`config.mk`:
```
export PLATFORM = sky130hd
export DESIGN_NAME = shc_error_recovery_flat
export DESIGN_NICKNAME = d
export VERILOG_FILES = /design/src/rtl/shc_error_recovery_if.sv /design/src/rtl/shc_error_recovery.sv /design/src/flat_wrapper.sv
export SDC_FILE = /design/constraint.sdc
export NUM_CORES = 1
export LEC_CHECK = 0
export ABC_AREA = 1
export BUFFER_PORTS_ARGS = -buffer_cell sky130_fd_sc_hd__buf_2
export CORE_MARGIN = 4
export CORE_UTILIZATION = 58
export CTS_CLUSTER_SIZE = 8
export DETAILED_ROUTE_END_ITERATION = 16
export GPL_TIMING_DRIVEN = 0
export MAX_ROUTING_LAYER = met4
export PLACE_DENSITY_LB_ADDON = 0.15
export SLEW_MARGIN = 10
export SYNTH_ARGS = -nofsm -noshare
export SYNTH_HDL_FRONTEND = slang
export SYNTH_SLANG_ARGS = --single-unit
```
`constraint.sdc`:
```
create_clock -name clk -period 5.09 [get_ports clk]
set_clock_uncertainty 0.2 [all_clocks]
set_input_delay 0.2545 -clock clk [delete_from_list [all_inputs] [get_ports clk]]
set_output_delay 0.2545 -clock clk [all_outputs]
set_load 0.01 [all_outputs]
```
`src/rtl/shc_error_recovery_if.sv`:
```
// Operand/result handshake bundle for the speculative-adder recovery stage.
// slave is the adder side, master is the operand source / result sink.
interface shc_error_recovery_if #(
    parameter int unsigned WIDTH = 16,
    parameter int unsigned CNT_W = 16
);
    logic             in_valid;
    logic             in_ready;
    logic [WIDTH-1:0] a;
    logic [WIDTH-1:0] b;
    logic             cin;
    logic             out_valid;
    logic             out_ready;
    logic [WIDTH-1:0] sum;
    logic             cout;
    logic             corrected;
    logic [CNT_W-1:0] corr_count;

    modport master (
        output in_valid, a, b, cin, out_ready,
        input  in_ready, out_valid, sum, cout, corrected, corr_count
    );

    modport slave (
        input  in_valid, a, b, cin, out_ready,
        output in_ready, out_valid, sum, cout, corrected, corr_count
    );
endinterface

```
`src/rtl/shc_error_recovery.sv`:
```
// Speculative (windowed-carry) adder with one-cycle error recovery.
// Accepted pairs whose windowed sum is already exact are returned next cycle; otherwise a
// FIX cycle recomputes the exact sum from the latched operands.
module shc_error_recovery #(
    parameter int unsigned WIDTH  = 16,
    parameter int unsigned WINDOW = 8,
    parameter int unsigned CNT_W  = 16
) (
    input logic                  clk,
    input logic                  rst,
    shc_error_recovery_if.slave  bus
);

    localparam logic [1:0] StIdle = 2'd0;
    localparam logic [1:0] StFix  = 2'd1;
    localparam logic [1:0] StOut  = 2'd2;

    localparam int Wd  = int'(WIDTH);
    localparam int Win = int'(WINDOW);

    // Windowed sum: carry into bit i only sees bits [max(0,i-WINDOW), i-1]; cin only when the
    // window reaches bit 0. Bit WIDTH of the result is the speculative carry out.
    function automatic logic [WIDTH:0] spec_add(input logic [WIDTH-1:0] x,
                                                 input logic [WIDTH-1:0] y,
                                                 input logic             c0);
        logic [WIDTH:0] res;
        logic           c;
        res = '0;
        for (int i = 0; i <= Wd; i++) begin
            c = (i <= Win) ? c0 : 1'b0;
            for (int j = 0; j < Wd; j++) begin
                if (j < i && j + Win >= i) begin
                    c = (x[j] & y[j]) | ((x[j] ^ y[j]) & c);
                end
            end
            if (i < Wd) begin
                res[i] = x[i] ^ y[i] ^ c;
            end else begin
                res[i] = c;
            end
        end
        return res;
    endfunction

    logic [1:0]       state_q, state_d;
    logic [WIDTH-1:0] a_q, a_d, b_q, b_d;
    logic             cin_q, cin_d;
    logic [WIDTH-1:0] sum_q, sum_d;
    logic             cout_q, cout_d;
    logic             corrected_q, corrected_d;
    logic [CNT_W-1:0] cnt_q, cnt_d;

    logic [WIDTH:0]   spec_in;
    logic [WIDTH:0]   exact_in;
    logic [WIDTH:0]   exact_fix;
    logic             err;
    logic             in_ready;
    logic             accept;

    assign spec_in   = spec_add(bus.a, bus.b, bus.cin);
    assign exact_in  = {1'b0, bus.a} + {1'b0, bus.b} + {{WIDTH{1'b0}}, bus.cin};
    assign exact_fix = {1'b0, a_q} + {1'b0, b_q} + {{WIDTH{1'b0}}, cin_q};
    assign err       = (spec_in != exact_in);

    assign in_ready = (state_q == StIdle) | ((state_q == StOut) & bus.out_ready);
    assign accept   = bus.in_valid & in_ready;

    // Next-state and datapath loads: FIX repairs the result, accept launches a new pair.
    always_comb begin
        state_d     = state_q;
        a_d         = a_q;
        b_d         = b_q;
        cin_d       = cin_q;
        sum_d       = sum_q;
        cout_d      = cout_q;
        corrected_d = corrected_q;
        cnt_d       = cnt_q;

        case (state_q)
            StIdle: state_d = StIdle;
            StOut: begin
                if (bus.out_ready) begin
                    state_d = StIdle;
                end
            end
            StFix: begin
                sum_d       = exact_fix[WIDTH-1:0];
                cout_d      = exact_fix[WIDTH];
                corrected_d = 1'b1;
                if (~&cnt_q) begin
                    cnt_d = cnt_q + CNT_W'(1);
                end
                state_d = StOut;
            end
            default: state_d = StIdle;
        endcase

        if (accept) begin
            a_d   = bus.a;
            b_d   = bus.b;
            cin_d = bus.cin;
            if (err) begin
                state_d = StFix;
            end else begin
                state_d     = StOut;
                sum_d       = spec_in[WIDTH-1:0];
                cout_d      = spec_in[WIDTH];
                corrected_d = 1'b0;
            end
        end
    end

    // State registers with synchronous reset; reset drops any in-flight pair.
    always_ff @(posedge clk) begin
        if (rst) begin
            state_q     <= StIdle;
            a_q         <= '0;
            b_q         <= '0;
            cin_q       <= 1'b0;
            sum_q       <= '0;
            cout_q      <= 1'b0;
            corrected_q <= 1'b0;
            cnt_q       <= '0;
        end else begin
            state_q     <= state_d;
            a_q         <= a_d;
            b_q         <= b_d;
            cin_q       <= cin_d;
            sum_q       <= sum_d;
            cout_q      <= cout_d;
            corrected_q <= corrected_d;
            cnt_q       <= cnt_d;
        end
    end

    assign bus.in_ready   = in_ready;
    assign bus.out_valid  = (state_q == StOut);
    assign bus.sum        = sum_q;
    assign bus.cout       = cout_q;
    assign bus.corrected  = corrected_q;
    assign bus.corr_count = cnt_q;

endmodule

```
`src/flat_wrapper.sv`:
```
// flat-port wrapper written by rule: the top's interface ports become plain ports
module shc_error_recovery_flat 
#(
    parameter int unsigned WIDTH  = 16,
    parameter int unsigned WINDOW = 8,
    parameter int unsigned CNT_W  = 16
)
  (clk, rst, bus_in_valid, bus_a, bus_b, bus_cin, bus_out_ready, bus_in_ready, bus_out_valid, bus_sum, bus_cout, bus_corrected, bus_corr_count);
  shc_error_recovery_if #(.WIDTH(WIDTH), .CNT_W(CNT_W)) bus_i ();
  input logic clk;
  input logic rst;
  input wire logic [$bits(bus_i.in_valid)-1:0] bus_in_valid;
  input wire logic [$bits(bus_i.a)-1:0] bus_a;
  input wire logic [$bits(bus_i.b)-1:0] bus_b;
  input wire logic [$bits(bus_i.cin)-1:0] bus_cin;
  input wire logic [$bits(bus_i.out_ready)-1:0] bus_out_ready;
  output wire logic [$bits(bus_i.in_ready)-1:0] bus_in_ready;
  output wire logic [$bits(bus_i.out_valid)-1:0] bus_out_valid;
  output wire logic [$bits(bus_i.sum)-1:0] bus_sum;
  output wire logic [$bits(bus_i.cout)-1:0] bus_cout;
  output wire logic [$bits(bus_i.corrected)-1:0] bus_corrected;
  output wire logic [$bits(bus_i.corr_count)-1:0] bus_corr_count;
  assign bus_i.in_valid = bus_in_valid;
  assign bus_i.a = bus_a;
  assign bus_i.b = bus_b;
  assign bus_i.cin = bus_cin;
  assign bus_i.out_ready = bus_out_ready;
  assign bus_in_ready = bus_i.in_ready;
  assign bus_out_valid = bus_i.out_valid;
  assign bus_sum = bus_i.sum;
  assign bus_cout = bus_i.cout;
  assign bus_corrected = bus_i.corrected;
  assign bus_corr_count = bus_i.corr_count;
  shc_error_recovery #(.WIDTH(WIDTH), .WINDOW(WINDOW), .CNT_W(CNT_W)) u_core (.clk(clk), .rst(rst), .bus(bus_i));
endmodule
```
# Yosys cells after proc, flatten, opt, wreduce, memory -nomap -nowiden
# Index checks and enable logic that the tools add are counted.
[word_totals]
memories = 0
word_cells = 213
ff_bits = 69
latch_bits = 0
ramBits = 0
rom_bits = 0
input_bits = 37
[classes]
n_bitwise = 180
add_sub_neg = 5
n_reduce_logical = 3
muxes = 13
mul = 0
div = 0
magnitude_cmp = 0
shifts = 0
eq_ne = 4
[ops]
columns = ["op", "n"]
rows = [
  ["$and A1 B1 Y1", 82],
  ["$or A1 B1 Y1", 65],
  ["$mux W16", 3],
  ["$add A16 B16 Y17", 2],
  ["$add A17 B1 Y17", 2],
  ["$xor A1 B1 Y1", 32],
  ["$ne A17 B17 Y1", 1],
  ["$add A16 B1 Y16 const B", 1],
  ["$reduce_and A16 Y1", 1],
  ["$mux W1", 6],
  ["$mux W2", 3],
  ["$pmux W2 S2", 1],
  ["$ne A3 B2 Y1 const B", 1],
  ["$eq A2 B1 Y1 const B", 1],
  ["$eq A2 B2 Y1 const B", 1],
  ["$logic_not A2 Y1", 1],
  ["$reduce_and A2 Y1", 1],
  ["$not A1 Y1", 1],
]

# Depth between registers and ports, before layout
# Gate-level depths: netlist of the first run.
[depth]
ltp_word = 21
ltp_mapped = 23
ltp_nobuf = 23

# Least setup slack after synthesis of the first run
# Ideal clock, no wire load.
[synth_path]
path_type = "input to register"
startpoint = "input port bus_cin"
endpoint = "register u_core.sum_q[12], in the netlist u_core.bus.sum[12]"
setup_time_ps = 115
path_stages = 21
slack_ps = 616
arrival_ps = 4159
path_cell_list = "inv_1 -> fa_1 -> inv_1 -> fa_1 -> fa_1 -> fa_1 -> inv_1 -> fa_1 -> fa_1 -> fa_1 -> fa_1 -> xor2_1 -> nand3b_1 -> nand2_1 -> inv_2 -> nand3_1 -> nor2_2 -> nand4_4 -> buf_4 -> a21oi_1 -> nor2_1"
[synth_via]
elab_chain_cells = 20
[synth_rtl]
columns = ["element", "line_no", "source"]
rows = [
  ["start: declaration", "flat_wrapper.sv:15", "input wire logic [$bits(bus_i.cin)-1:0] bus_cin;"],
  ["$and A1 B1 Y1", "shc_error_recovery.sv:33", "c = (x[j] & y[j]) | ((x[j] ^ y[j]) & c);"],
  ["$or A1 B1 Y1", "shc_error_recovery.sv:33", ""],
  ["$and A1 B1 Y1", "shc_error_recovery.sv:33", ""],
  ["$or A1 B1 Y1", "shc_error_recovery.sv:33", ""],
  ["$and A1 B1 Y1", "shc_error_recovery.sv:33", ""],
  ["$or A1 B1 Y1", "shc_error_recovery.sv:33", ""],
  ["$and A1 B1 Y1", "shc_error_recovery.sv:33", ""],
  ["$or A1 B1 Y1", "shc_error_recovery.sv:33", ""],
  ["[4 not listed]", "-", ""],
  ["$and A1 B1 Y1", "shc_error_recovery.sv:33", ""],
  ["$or A1 B1 Y1", "shc_error_recovery.sv:33", ""],
  ["$and A1 B1 Y1", "shc_error_recovery.sv:33", ""],
  ["$or A1 B1 Y1", "shc_error_recovery.sv:33", ""],
  ["$xor A1 B1 Y1", "shc_error_recovery.sv:37", "res[i] = x[i] ^ y[i] ^ c;"],
  ["$ne A17 B17 Y1 (*)", "shc_error_recovery.sv:63", "assign err = (spec_in != exact_in);"],
  ["$mux W16 (*)", "shc_error_recovery.sv:102", "if (err) begin"],
  ["$mux W16 (*)", "shc_error_recovery.sv:98", "if (accept) begin"],
  ["end signal: assignment", "shc_error_recovery.sv:129", "sum_q <= sum_d;"],
  ["end: declaration", "shc_error_recovery.sv:48", "logic [WIDTH-1:0] sum_q, sum_d;"],
]
# Mark *: on every way between the ends. The rest lies on a longest branch, timed or not.
# A chain may end at the register's enable or synchronous reset.

# Final worst setup path of the first run
# Same ends and word-level chain as after synthesis.

==> results.md, run 1 <==
Outcome:
- The run finished with clean final reports.

Clocking:
- The number of levels in the clock H-tree is 3.
- The clock insertion delay at the later pin of the skew report is 0.36 ns.
- CTS saw 69 sinks.
- The clock-pin slew on the worst setup and hold paths is 0.07 ns.
- The root buffer cell is clkbuf_8.
- The number of clock buffers added by TritonCTS is 9.
- In this run the deepest clock path goes through 2 buffers.
- The CTS tree is built.
- Once the clock tree was built, the setup fixing pass inserted 0 buffers.

Yosys:
- By area the synthesized netlist is led by dfxtp_1 29%, nand2_1 16%, a21oi_1 9.0%.
- The cell area that synthesis handed to floorplanning was 4840 um^2.
- Among all flip-flop cells after synthesis, the most frequent one is dfxtp_1.
- The dominant combinational cell family by area after synthesis is simple AND/OR/NAND/NOR gates.
- The post-synthesis simple-gate area fraction is 30.9%.
- Multiplexer cells account for 0.414% of the synthesized area.
- The synthesized netlist devotes 16.2% of its cell area to compound gates.
- The total nets after synthesis is 816.
- In this run, synthesis inferred 0 flip-flops with an integrated enable.
- The most area-hungry cell type in the Yosys netlist is dfxtp_1.
- The share of the synthesized area in the top cell type is 28.6%.
- For this run, the number of Yosys warnings is 0.
- The flip-flop and latch count after synthesis is 69.
- The share of flip-flops with an asynchronous set or reset after synthesis is 0%.
- The synthesized instance count is 738.
- After synthesis, the netlist uses 39 different library cells.
- The fraction of synthesized cell area in xor and xnor cells is 2.72%.
- The post-synthesis adder-cell area fraction is 12.2%.
- The average instance area after synthesis is 6.55 um^2.
- The sequential cell area fraction in the yosys report is 28.6%.

STA:
- The final hold violation count was 0.
- The achievable frequency is 205 MHz.
- Dividing the final minimum period by the clock period gives 95.9%.
- After routing, the total negative slack on setup checks comes to 0 ns.
- Setup repair after global routing left no endpoint under its margin.
- The worst pin sits at a relative slew slack of 62.2%.
- Setup violations remaining at the end of the flow were counted as 0.
- The number of max-slew violations in the final report was 0.
- At the pin with the least slew margin, the transition time is 0.567 ns.
- The clock period minus final worst setup slack is 4.88 ns.

Setup path:
- For this run, the slowest stage of the critical path takes 0.57 ns.
- The cell that appears most often on the critical path is fa_1.
- The critical path in this run is classified as in2reg.
- The slowest cell on the critical path is fa_1.
- The critical path goes through buf_2 > inv_1 > fa_1 > inv_2 > fa_2 > fa_1 > fa_1 > inv_1 > fa_1 > fa_1 > fa_1 > fa_1 > xor2_1 > nand3b_1 > nand2_1 > inv_2 > nand3_1 > nor2_2 > nand4_4 > buf_4 > a21oi_1 > nor2_1.
- The signal arrival time at the worst endpoint is 4.93 ns.
- The timing startpoint of the critical path is bus_cin.
- On the critical path the largest part of the delay comes from adder cells.
- The number of cells on the worst reg-to-reg path is 14.
- The cell count along the critical path is 22.
- The element type at the critical path end is a register.
- The critical register-to-register path startpoint is u_core.cin_q$_SDFFE_PP0P_.
- Along the worst path, the maximum fanout reaches 10.
- In this run the register-to-register setup slack is 2.44 ns.
- The required time at the endpoint of the critical path is 5.14 ns.
- The worst register-to-register path ends at u_core.bus.sum[12]$_SDFF_PP0_.
- STA classifies the critical path startpoint as an input pin.
- The number of buffers and inverters on the critical path is 6.
- The capturing instance or port of the critical path is u_core.bus.sum[12]$_SDFF_PP0_.

Die:
- The site row count is 33.
- The top-level port count is 73.
- The die covers 9860 um^2.
- In this run the vertical extent of the chip is 99.3 um.
- For this configuration, the core starts out at a cell density of 59.2%.
- The x dimension of the die is 99.3 um.
- The total area inside the core boundary comes to 8180 um^2.

GRT:
- Entering global routing, the biggest net connects 12 pins.
- The number of antenna violations at the first check in global routing is 0.
- The global-route wire length before repair is 24000 um.
- Global routing finished with a remaining overflow of 0.
- For this run, global-route usage on met3 was measured as 4.63%.
- The number of global-route vias before repair is 5047.
- Across every metal layer, demand over resource in global routing totals 31.5%.
- The global routing stage identified its most utilized layer as met2.
- In the global route stage, met2 resource usage came out at 52.7%.
- The met1 usage in global routing is 38.2%.

Placed design:
- The number of buffer cells added on primary ports is 71.
- In this run, placement finished with an instance count of 914.
- The weighted congestion at the end of routability-driven global placement is 0.947.
- The detailed placer's ending HPWL is 11700 um.

Cells and area:
- Summing all multi-input logic gate instances after layout gives 3030 um^2.
- The post-route netlist has 15.3% of its cells at a drive strength greater than 1.
- The area taken by flip-flops and latches is 1380 um^2.
- 0 antenna diodes ended up in the layout.
- The number of cells in the finished layout apart from fillers is 947.
- The net total in the final layout is 915.
- The number of inserted filler cells in the final layout is 716.
- From synthesis to final layout, the design area changed by 18.1%.

Route:
- The remaining routing DRC violations is 0.
- The total wirelength of the detailed-routed design is 15000 um.
- Once detail routing completed, the nets flagged for antenna violations numbered 0.
- The first detailed-routing pass took 7 iterations.
- The routed layout has 5243 vias.
- The DRC violation total after the first TritonRoute iteration is 299.
- In the final routed layout, each cell accounts on average for 15.8 um.
- The vias per cell is 5.54.

Worst hold path:
- The tightest min-delay check is of the in2reg type.

Power and ir drop:
- The overall power of the completed layout is 1.52 mW.
- The worst-case vdd ir drop is 0.138 mV.
- The cell area power density is 265 nW/um^2.
- Summed over all cells, the static leakage comes to 2.85 nW.

Job:
- The tool flagged a number of max-cap violations equal to 0.
## registers in the layout (all words and copies together), names as in the netlist
signal	cells
u_core.a_q	16
u_core.b_q	16
u_core.bus.corr_count	16
u_core.bus.sum	16
u_core.state_q	2
u_core.bus.corrected	1
u_core.bus.cout	1
u_core.cin_q	1
## worst min path at each step
stage	depth (start not counted)	slack, ns	endpoint	start
6_report	3	0.01	u_core.a_q[11]$_SDFFE_PP0P_	bus_a[11]
5_1_grt	3	0.02	u_core.b_q[11]$_SDFFE_PP0P_	bus_b[11]
2_1_floorplan	2	0.20	u_core.a_q[10]$_SDFFE_PP0P_	bus_a[10]
3_3_place_gp	2	0.26	u_core.b_q[13]$_SDFFE_PP0P_	u_core.b_q[13]$_SDFFE_PP0P_
3_5_place_dp	2	0.27	u_core.b_q[11]$_SDFFE_PP0P_	u_core.b_q[11]$_SDFFE_PP0P_
4_1_cts	3	0.0002	u_core.b_q[6]$_SDFFE_PP0P_	bus_b[6]
## cells in the mapped netlist (2+ instances only)
cell type and n:
nand2_1 210, a21oi_1 87, inv_1 80, dfxtp_1 69
nor2_1 56, o21ai_0 44, nand3_1 43, ha_1 31
clkbuf_1 13, inv_2 12, xor2_1 11, fa_1 10
nand4_1 9, nor3_1 8, nor2_2 6, or2_2 6
a21oi_2 5, xnor2_1 4, nand2_2 3, nand3_2 3
nor4_1 3, o31ai_1 3, a31oi_1 2, buf_2 2
clkinv_1 2, mux2i_1 2, o21a_1 2
## stage by stage
stage | hold slack (ns) | utilization [%] | setup WS [ns] | cell area, um^2
floorplan | 0.199 | - | 0.616 | 4840
global placement | 0.258 | 65.1 | -0.174 | 5320
detailed placement | 0.266 | 65.1 | -0.176 | 5320
CTS | 0.000202 | 69.8 | 0.192 | 5700
global route | 0.0205 | 69.9 | 0.00808 | 5710
finish | 0.0122 | 69.9 | 0.207 | 5710
## cell type report
class / instances / share of cell area, %
clock buffer: 13 / 2.96
inverter: 94 / 6.22
timing repair buffer: 88 / 9.20
tap: 105 / 2.30
clock inverter: 3 / 0.745
buffer: 18 / 1.42
multi-input combinational: 557 / 53.0
sequential: 69 / 24.2
## power breakdown
group	internal, mW	switching, mW	total [mW]	leakage (nW)
sequential	0.574	0.0210	0.595	0.564
combinational	0.160	0.285	0.445	2.18
clock	0.266	0.210	0.476	0.106
total	0.999	0.516	1.52	2.85
## layout by cell type, fill, tap and decap left out, types with 2 or more instances in the layout
| master | count |
|---|---|
| a21oi_1 | 87 |
| a21oi_2 | 5 |
| a31oi_1 | 2 |
| buf_2 | 73 |
| clkbuf_1 | 14 |
| clkbuf_8 | 12 |
| clkinv_1 | 2 |
| dfxtp_1 | 69 |
| dlygate4sd3_1 | 17 |
| fa_1 | 9 |
| ha_1 | 31 |
| inv_1 | 79 |
| inv_2 | 12 |
| mux2i_1 | 2 |
| nand2_1 | 210 |
| nand2_2 | 3 |
| nand3_1 | 43 |
| nand3_2 | 3 |
| nand4_1 | 9 |
| nor2_1 | 55 |
| nor2_2 | 7 |
| nor3_1 | 8 |
| nor4_1 | 3 |
| o21a_1 | 2 |
| o21ai_0 | 44 |
| o31ai_1 | 3 |
| or2_2 | 6 |
| xnor2_1 | 4 |
| xor2_1 | 11 |
## layer usage
metal,wire (um),part of all wire [%]
met3,1050,7.0
met2,7150,48
met4,483,3.2
met1,6300,42
met5,0,0
## tightest hold or removal path, stage by stage
cell	delay, ns
buf_2	0.12
nand2_1	0.09
a21oi_1	0.06
## cell families after synthesis
family                   Yosys count
AO/OA/AOI/OAI                    148
AND/OR/NAND/NOR                  351
flip-flops                        69
buffers and inverters            112
adder cells (fa/ha/maj)           41
multiplexers                       2
XOR/XNOR                          15
## what timing repair did
item	in CTS	in global routing
endpoints found under the setup margin	0	14
hold endpoints to repair	17	0
hold buffers	17	0
resized for setup	0	4
No activity file was read; power rests on OpenSTA's default activity.
==> run 2, diff against run 1 <==
--- a/config.mk
+++ b/config.mk
@@ -14,6 +14,7 @@
 export GPL_TIMING_DRIVEN = 0
 export MAX_ROUTING_LAYER = met4
 export PLACE_DENSITY_LB_ADDON = 0.15
+export RECOVER_POWER = 25
 export SLEW_MARGIN = 10
 export SYNTH_ARGS = -nofsm -noshare
 export SYNTH_HDL_FRONTEND = slang
==> results.md, run 2 (synthesis gave the netlist of run 1 again) <==
Setup path:
- Setup slack on the worst reg-to-reg path comes out at 2.42 ns.
- The maximum fanout along the worst path is 10.
- The sort of element at the start of the critical path is an input pin.
- STA puts the critical path data required time at 5.14 ns.
- By startpoint and endpoint, the worst setup path is classified as in2reg.
- The worst setup path is captured at a register.
- STA puts the critical path data arrival time at 4.93 ns.

STA:
- Setup repair after global routing left no endpoint under its margin.
- The worst slew slack as a fraction of its limit is 60.4%.
- Subtracting the final worst setup slack from the clock period gives 4.87 ns.
- The number of max-slew violations in the final report is 0.
- Timing would allow up to 205 MHz.
- The part of the cycle the worst path needs is 95.8%.
- For the pin with the worst max-slew slack, the measured transition is 0.594 ns.
- The final hold violation count came to 0.
- The final setup violation count is 0.
- For the final routed database, the setup TNS stands at 0 ns.
- The slack of the critical path is 0.216 ns.

Clocking:
- The clock-pin slew on the worst setup and hold paths is 0.07 ns.
- The worst-case clock buffer depth is 2.
- The number of levels in the clock H-tree is 3.
- The clock insertion delay at the later pin of the skew report is 0.36 ns.
- The root buffer cell chosen for the clock tree is clkbuf_8.
- The TritonCTS sink count is 69.
- The CTS buffer count is 9.
- The CTS tree is built.

Cells and area:
- The net count of the finished layout is 915.
- In the layout the commonest cells are 210 x nand2_1, 87 x a21oi_1, 79 x inv_1.
- The share of cells above drive strength 1 is 12.2%.
- The number of antenna diodes is 0.
- The final core utilization is 69.5%.
- From synthesis to final layout, the design area changed by 17.4%.
- The library cell used most frequently in the layout, excluding fill and tap cells, is nand2_1.

Route:
- In this run the top signal layer used is met4.
- The total iterations of the first detailed-routing run is 5.
- The detailed-routed wire length on met2 is 7170 um.
- Using the TritonRoute via totals, the vias-per-cell ratio works out to 5.52.
- Once detail routing completed, the nets flagged for antenna violations numbered 0.
- For this block, the routed nets add up to 15000 um of wire.
- The DRC violation total after the first TritonRoute iteration is 361.
- The wire length per cell is 15.9 um.
- The detailed router placed 5228 vias in this run.
- The detailed-routed wire length on met3 is 978 um.
- After detailed routing, the number of remaining DRC violations is 0.
- In the final routing, the length of wire on met1 measures 6410 um.

GRT:
- The global route total overflow is 0.
- Global routing used 31.5% of the available tracks across all layers.
- The number of antenna violations at the first check in global routing came to 0.
- The first global-routing pass estimated 24000 um of wire.
- The pin count of the biggest net entering global routing is 12.
- The number of global-route vias before repair was 5047.

Die:
- In this run the core area contains 33 standard-cell rows.
- The y dimension of the die is 99.3 um.
- The starting utilization of the core area is 59.2%.
- From left edge to right edge, the die measures 99.3 um.
- The overall die area is 9860 um^2.
- The area of the core is 8180 um^2.
- The top-level port count is 73.

Power and ir drop:
- The overall power of the completed layout is 1.51 mW.
- In this run the static leakage power is 2.74 nW.
- Power spread over the standard cell area amounts to 266 nW/um^2.
- Across the VDD grid, the largest voltage drop is 0.138 mV.

Placed design:
- The worst setup timing slack at the placement stage is -0.176 ns.
- At the end of routability-driven placement, the weighted congestion stood at 0.947.
- After legalization and detailed placement, the total HPWL measured 11700 um.
- Buffers placed on the I/O ports in this run total 71.

Job:
- The count of maximum capacitance violations is 0.

Outcome:
- The run finished with clean final reports.

Worst hold path:
- The worst hold path belongs to the class in2reg.
-- run 2: changes by cell type in the layout (fill, tap and decap cells not counted) --
cell / before / now
clkbuf_1: 14 / 40
buf_2: 73 / 47
-- run 2: through the flow --
| step | hold slack, ns | cells | area [um^2] |
|---|---|---|---|
| 6_report | 0.0115 | 947 | 5680 |
| 5_1_grt | 0.0205 | 947 | 5680 |
| 4_1_cts | 0.000202 | 947 | 5700 |
| 3_5_place_dp | 0.266 | 914 | 5320 |
| 3_3_place_gp | 0.258 | 914 | 5320 |
| 2_1_floorplan | 0.199 | 738 | 4840 |
-- run 2: metal layers --
metal / global-route usage (%) / vias to the layer above
met5: - / -
met4: 12.3 / 0
met3: 4.63 / 40
met2: 52.7 / 200
met1: 38.2 / 2387
li1: - / 2601
-- run 2: area by class of cell --
type	instances	area [um^2]
multi-input cells	557	3030
well taps	105	131
plain buffers	18	81.3
clock buffers	13	169
flip-flops and latches	69	1380
repair buffers	88	493
fillers	732	2500
inverters	94	355
clock inverters	3	42.5
-- run 2: power by group --
group / leakage, nW / total (mW) / internal [mW] / switching, mW
Sequential: 0.564 / 0.596 / 0.574 / 0.0215
Combinational: 2.07 / 0.441 / 0.156 / 0.285
Clock: 0.106 / 0.476 / 0.266 / 0.210
Total: 2.74 / 1.51 / 0.996 / 0.516
-- run 2: repair_timing --
item | CTS | global route
buffers inserted | 0 | 0
gates resized for setup | 0 | 4
hold buffers | 17 | 0
endpoints found under the hold margin | 17 | 0
endpoints found under the setup margin | 0 | 14
-- run 2: final timing paths --
kind | from | endpoint | cells after the start
worst max-delay path | bus_cin | u_core.bus.sum[12]$_SDFF_PP0_ | 22
worst min-delay path | bus_a[3] | u_core.a_q[3]$_SDFFE_PP0P_ | 3
worst max register to register | u_core.cin_q$_SDFFE_PP0P_ | u_core.bus.sum[12]$_SDFF_PP0_ | 14
worst min register to register | u_core.b_q[10]$_SDFFE_PP0P_ | u_core.b_q[10]$_SDFFE_PP0P_ | 2
-- run 2: critical path: stages --
cell      delay (ns)
buf_2           0.10
inv_1           0.06
fa_1            0.50
inv_2           0.13
fa_2            0.25
fa_1            0.21
fa_1            0.18
inv_1           0.07
fa_1            0.40
fa_1            0.40
fa_1            0.43
fa_1            0.57
xor2_1          0.20
nand3b_1        0.13
nand2_1         0.06
inv_2           0.05
nand3_1         0.08
nor2_2          0.13
nand4_4         0.20
buf_4           0.26
a21oi_1         0.16
nor2_1          0.07
==> run 3, diff against run 2 <==
--- a/config.mk
+++ b/config.mk
@@ -9,6 +9,7 @@
 export BUFFER_PORTS_ARGS = -buffer_cell sky130_fd_sc_hd__buf_2
 export CORE_MARGIN = 4
 export CORE_UTILIZATION = 58
+export CTS_BUF_LIST = sky130_fd_sc_hd__clkbuf_8 sky130_fd_sc_hd__clkbuf_16
 export CTS_CLUSTER_SIZE = 8
 export DETAILED_ROUTE_END_ITERATION = 16
 export GPL_TIMING_DRIVEN = 0
==> results.md, run 3 (synthesis gave the netlist of run 1 again) <==
Placed design:
- The post-placement cell area is 5320 um^2.
- During placement, the flow inserted port buffers numbering 71.
- The detailed placer's ending HPWL is 11700 um.
- At the end of routability-driven placement, the weighted congestion stood at 0.947.

STA:
- Measured against its own limit, the worst slew margin works out to 61.9%.
- The transition time at the pin with the least slew margin is 0.572 ns.
- Setup violations remaining at the end of the flow were counted as 0.
- The clock period minus final worst setup slack is 4.88 ns.
- The number of max-slew violations in the final report is 0.
- The part of the cycle the worst path needs is 95.8%.
- Setup repair after global routing left no endpoint under its margin.
- The achievable frequency is 205 MHz.
- The final hold violation count is 0.

Setup path:
- The number of cells on the worst reg-to-reg path is 14.
- The worst setup path is launched from an input pin.
- The worst register-to-register path has a setup slack of 2.42 ns.
- STA classifies the critical path endpoint as a register.
- The critical register-to-register path startpoint is u_core.cin_q$_SDFFE_PP0P_.
- The signal arrival time at the worst endpoint is 4.93 ns.
- For the worst setup path, the data required time is 5.14 ns.
- In this run the critical register-to-register path is captured at u_core.bus.sum[12]$_SDFF_PP0_.
- The timing startpoint of the critical path is bus_cin.
- The critical path class is in2reg.
- The maximum fanout along the worst path is 10.

Power and ir drop:
- The worst-case vdd ir drop is 0.138 mV.
- The analysis attributes to cell leakage a power of 2.74 nW.
- The cell area power density is 266 nW/um^2.
- Overall power consumption after layout is estimated at 1.51 mW.

Die:
- For this configuration, the core starts out at a cell density of 59.2%.
- The overall die area is 9860 um^2.
- The top-level port count is 73.
- Measured along the x axis, the die boundary spans 99.3 um.
- After floorplanning, the core was sized to cover 8180 um^2.
- The y dimension of the die is 99.3 um.
- Row generation in the floorplan step produced 33 rows.

Worst hold path:
- The startpoint of the lowest-slack hold path is bus_a[3].
- The path class of the lowest-slack min-delay path is in2reg.
- Along the worst hold path, the cell count comes to 3.
- The hold path endpoint is u_core.a_q[3]$_SDFFE_PP0P_.

Cells and area:
- The library cells used most frequently in the layout, excluding fill and tap cells, are 210 x nand2_1, 87 x a21oi_1, 80 x inv_1.
- The finished cells cover 5680 um^2.
- Compared with the post-synthesis result, the final layout area differs by 17.4%.
- The share of cells above drive strength 1 is 12.2%.
- The number of antenna diodes is 0.
- The net total in the final layout is 915.
- Leaving out fill and tap cells, the most frequent cell in the layout is nand2_1.

Route:
- The remaining routing DRC violations is 0.
- In this run the remaining antenna-violating nets after routing total 0.
- Before antenna repair, the detailed router went through 5 iterations.
- The vias per cell is 5.52.
- After the first detailed-routing iteration, the DRC count stood at 361.
- The total wirelength of the detailed-routed design is 15000 um.
- Dividing the detail-routed wire length by the instance count gives 15.9 um.
- The number of vias after detailed routing is 5232.

GRT:
- The first global-routing pass estimated 24000 um of wire.
- The total overflow left after global routing is 0.
- The all-layer global routing usage is 31.5%.
- The number of antenna violations at the first check in global routing is 0.
- The number of global-route vias before repair is 5047.
- The pin count of the biggest net entering global routing is 12.

Clocking:
- The worst-case clock buffer depth is 2.
- The TritonCTS sink count is 69.
- The root buffer cell chosen for the clock tree is clkbuf_8.
- TritonCTS built the clock tree.
- Buffers inserted during clock tree synthesis total 9.
- The H-tree was split into 3 levels.
- The later pin in the worst-skew pair is clocked with a latency of 0.35 ns.
- The clock-pin slew on the worst setup and hold paths is 0.07 ns.

Job:
- The count of maximum capacitance violations is 0.

Outcome:
- The flow ran to the end, and the final reports show no timing, DRC or antenna violations.
## run 3: cell types whose count changed in the layout (fill, tap and decap cells not counted), sizes merged
| cell | delta |
|---|---|
| inv | +1 |
| clkbuf | -1 |
## run 3: what timing repair did
action	in CTS	in global routing
hold buffers	17	0
endpoints found under the setup margin	0	14
resized for setup	0	4
hold endpoints to repair	17	0
setup buffers	0	0
## run 3: critical path, stage by stage
cell	delay [ns]
buf_2	0.10
inv_1	0.06
fa_1	0.50
inv_2	0.13
fa_2	0.25
fa_1	0.21
fa_1	0.18
inv_1	0.07
fa_1	0.40
fa_1	0.40
fa_1	0.43
fa_1	0.57
xor2_1	0.20
nand3b_1	0.13
nand2_1	0.06
inv_2	0.05
nand3_1	0.08
nor2_2	0.13
nand4_4	0.20
buf_4	0.26
a21oi_1	0.16
nor2_1	0.07
## run 3: worst max path at each step
stage | end | slack [ns]
floorplan | u_core.bus.sum[12]$_SDFF_PP0_ | 0.62
global placement | u_core.bus.sum[7]$_SDFF_PP0_ | -0.17
detailed placement | u_core.bus.cout$_SDFF_PP0_ | -0.18
CTS | u_core.bus.cout$_SDFF_PP0_ | 0.19
global route | u_core.bus.sum[12]$_SDFF_PP0_ | 0.008
finish | u_core.bus.sum[12]$_SDFF_PP0_ | 0.21
## run 3: where the power goes
part | internal (mW) | switching (mW)
Combinational | 0.156 | 0.284
Clock | 0.264 | 0.209
Sequential | 0.574 | 0.0215
Total | 0.994 | 0.515
## run 3: per-stage QoR
stage	instances	util [%]	hold WS, ns	setup WS (ns)	TNS, ns
after global placement	914	65.1	0.258	-0.174	-1.25
after floorplan	738	-	0.199	0.616	0
after detailed placement	914	65.1	0.266	-0.176	-1.56
after global routing	947	69.5	0.0205	0.00808	0
after CTS	947	69.8	0.000202	0.192	0
final	947	69.5	0.0151	0.213	0
## run 3: layout make-up
class | instances | area (um^2)
multi-input cells | 557 | 3030
fillers | 732 | 2500
flip-flops and latches | 69 | 1380
repair buffers | 88 | 493
inverters | 94 | 355
clock buffers | 12 | 165
well taps | 105 | 131
plain buffers | 18 | 81.3
clock inverters | 4 | 46.3
## run 3: per-layer routing
layer / wire length [um] / share of wire (%) / vias up / global-route usage [%]
met4: 450 / 3.0 / 0 / 12.3
met2: 7200 / 48 / 206 / 52.7
met1: 6370 / 42 / 2385 / 38.2
met3: 987 / 6.6 / 40 / 4.63
li1: - / - / 2601 / -
met5: 0 / 0 / - / -
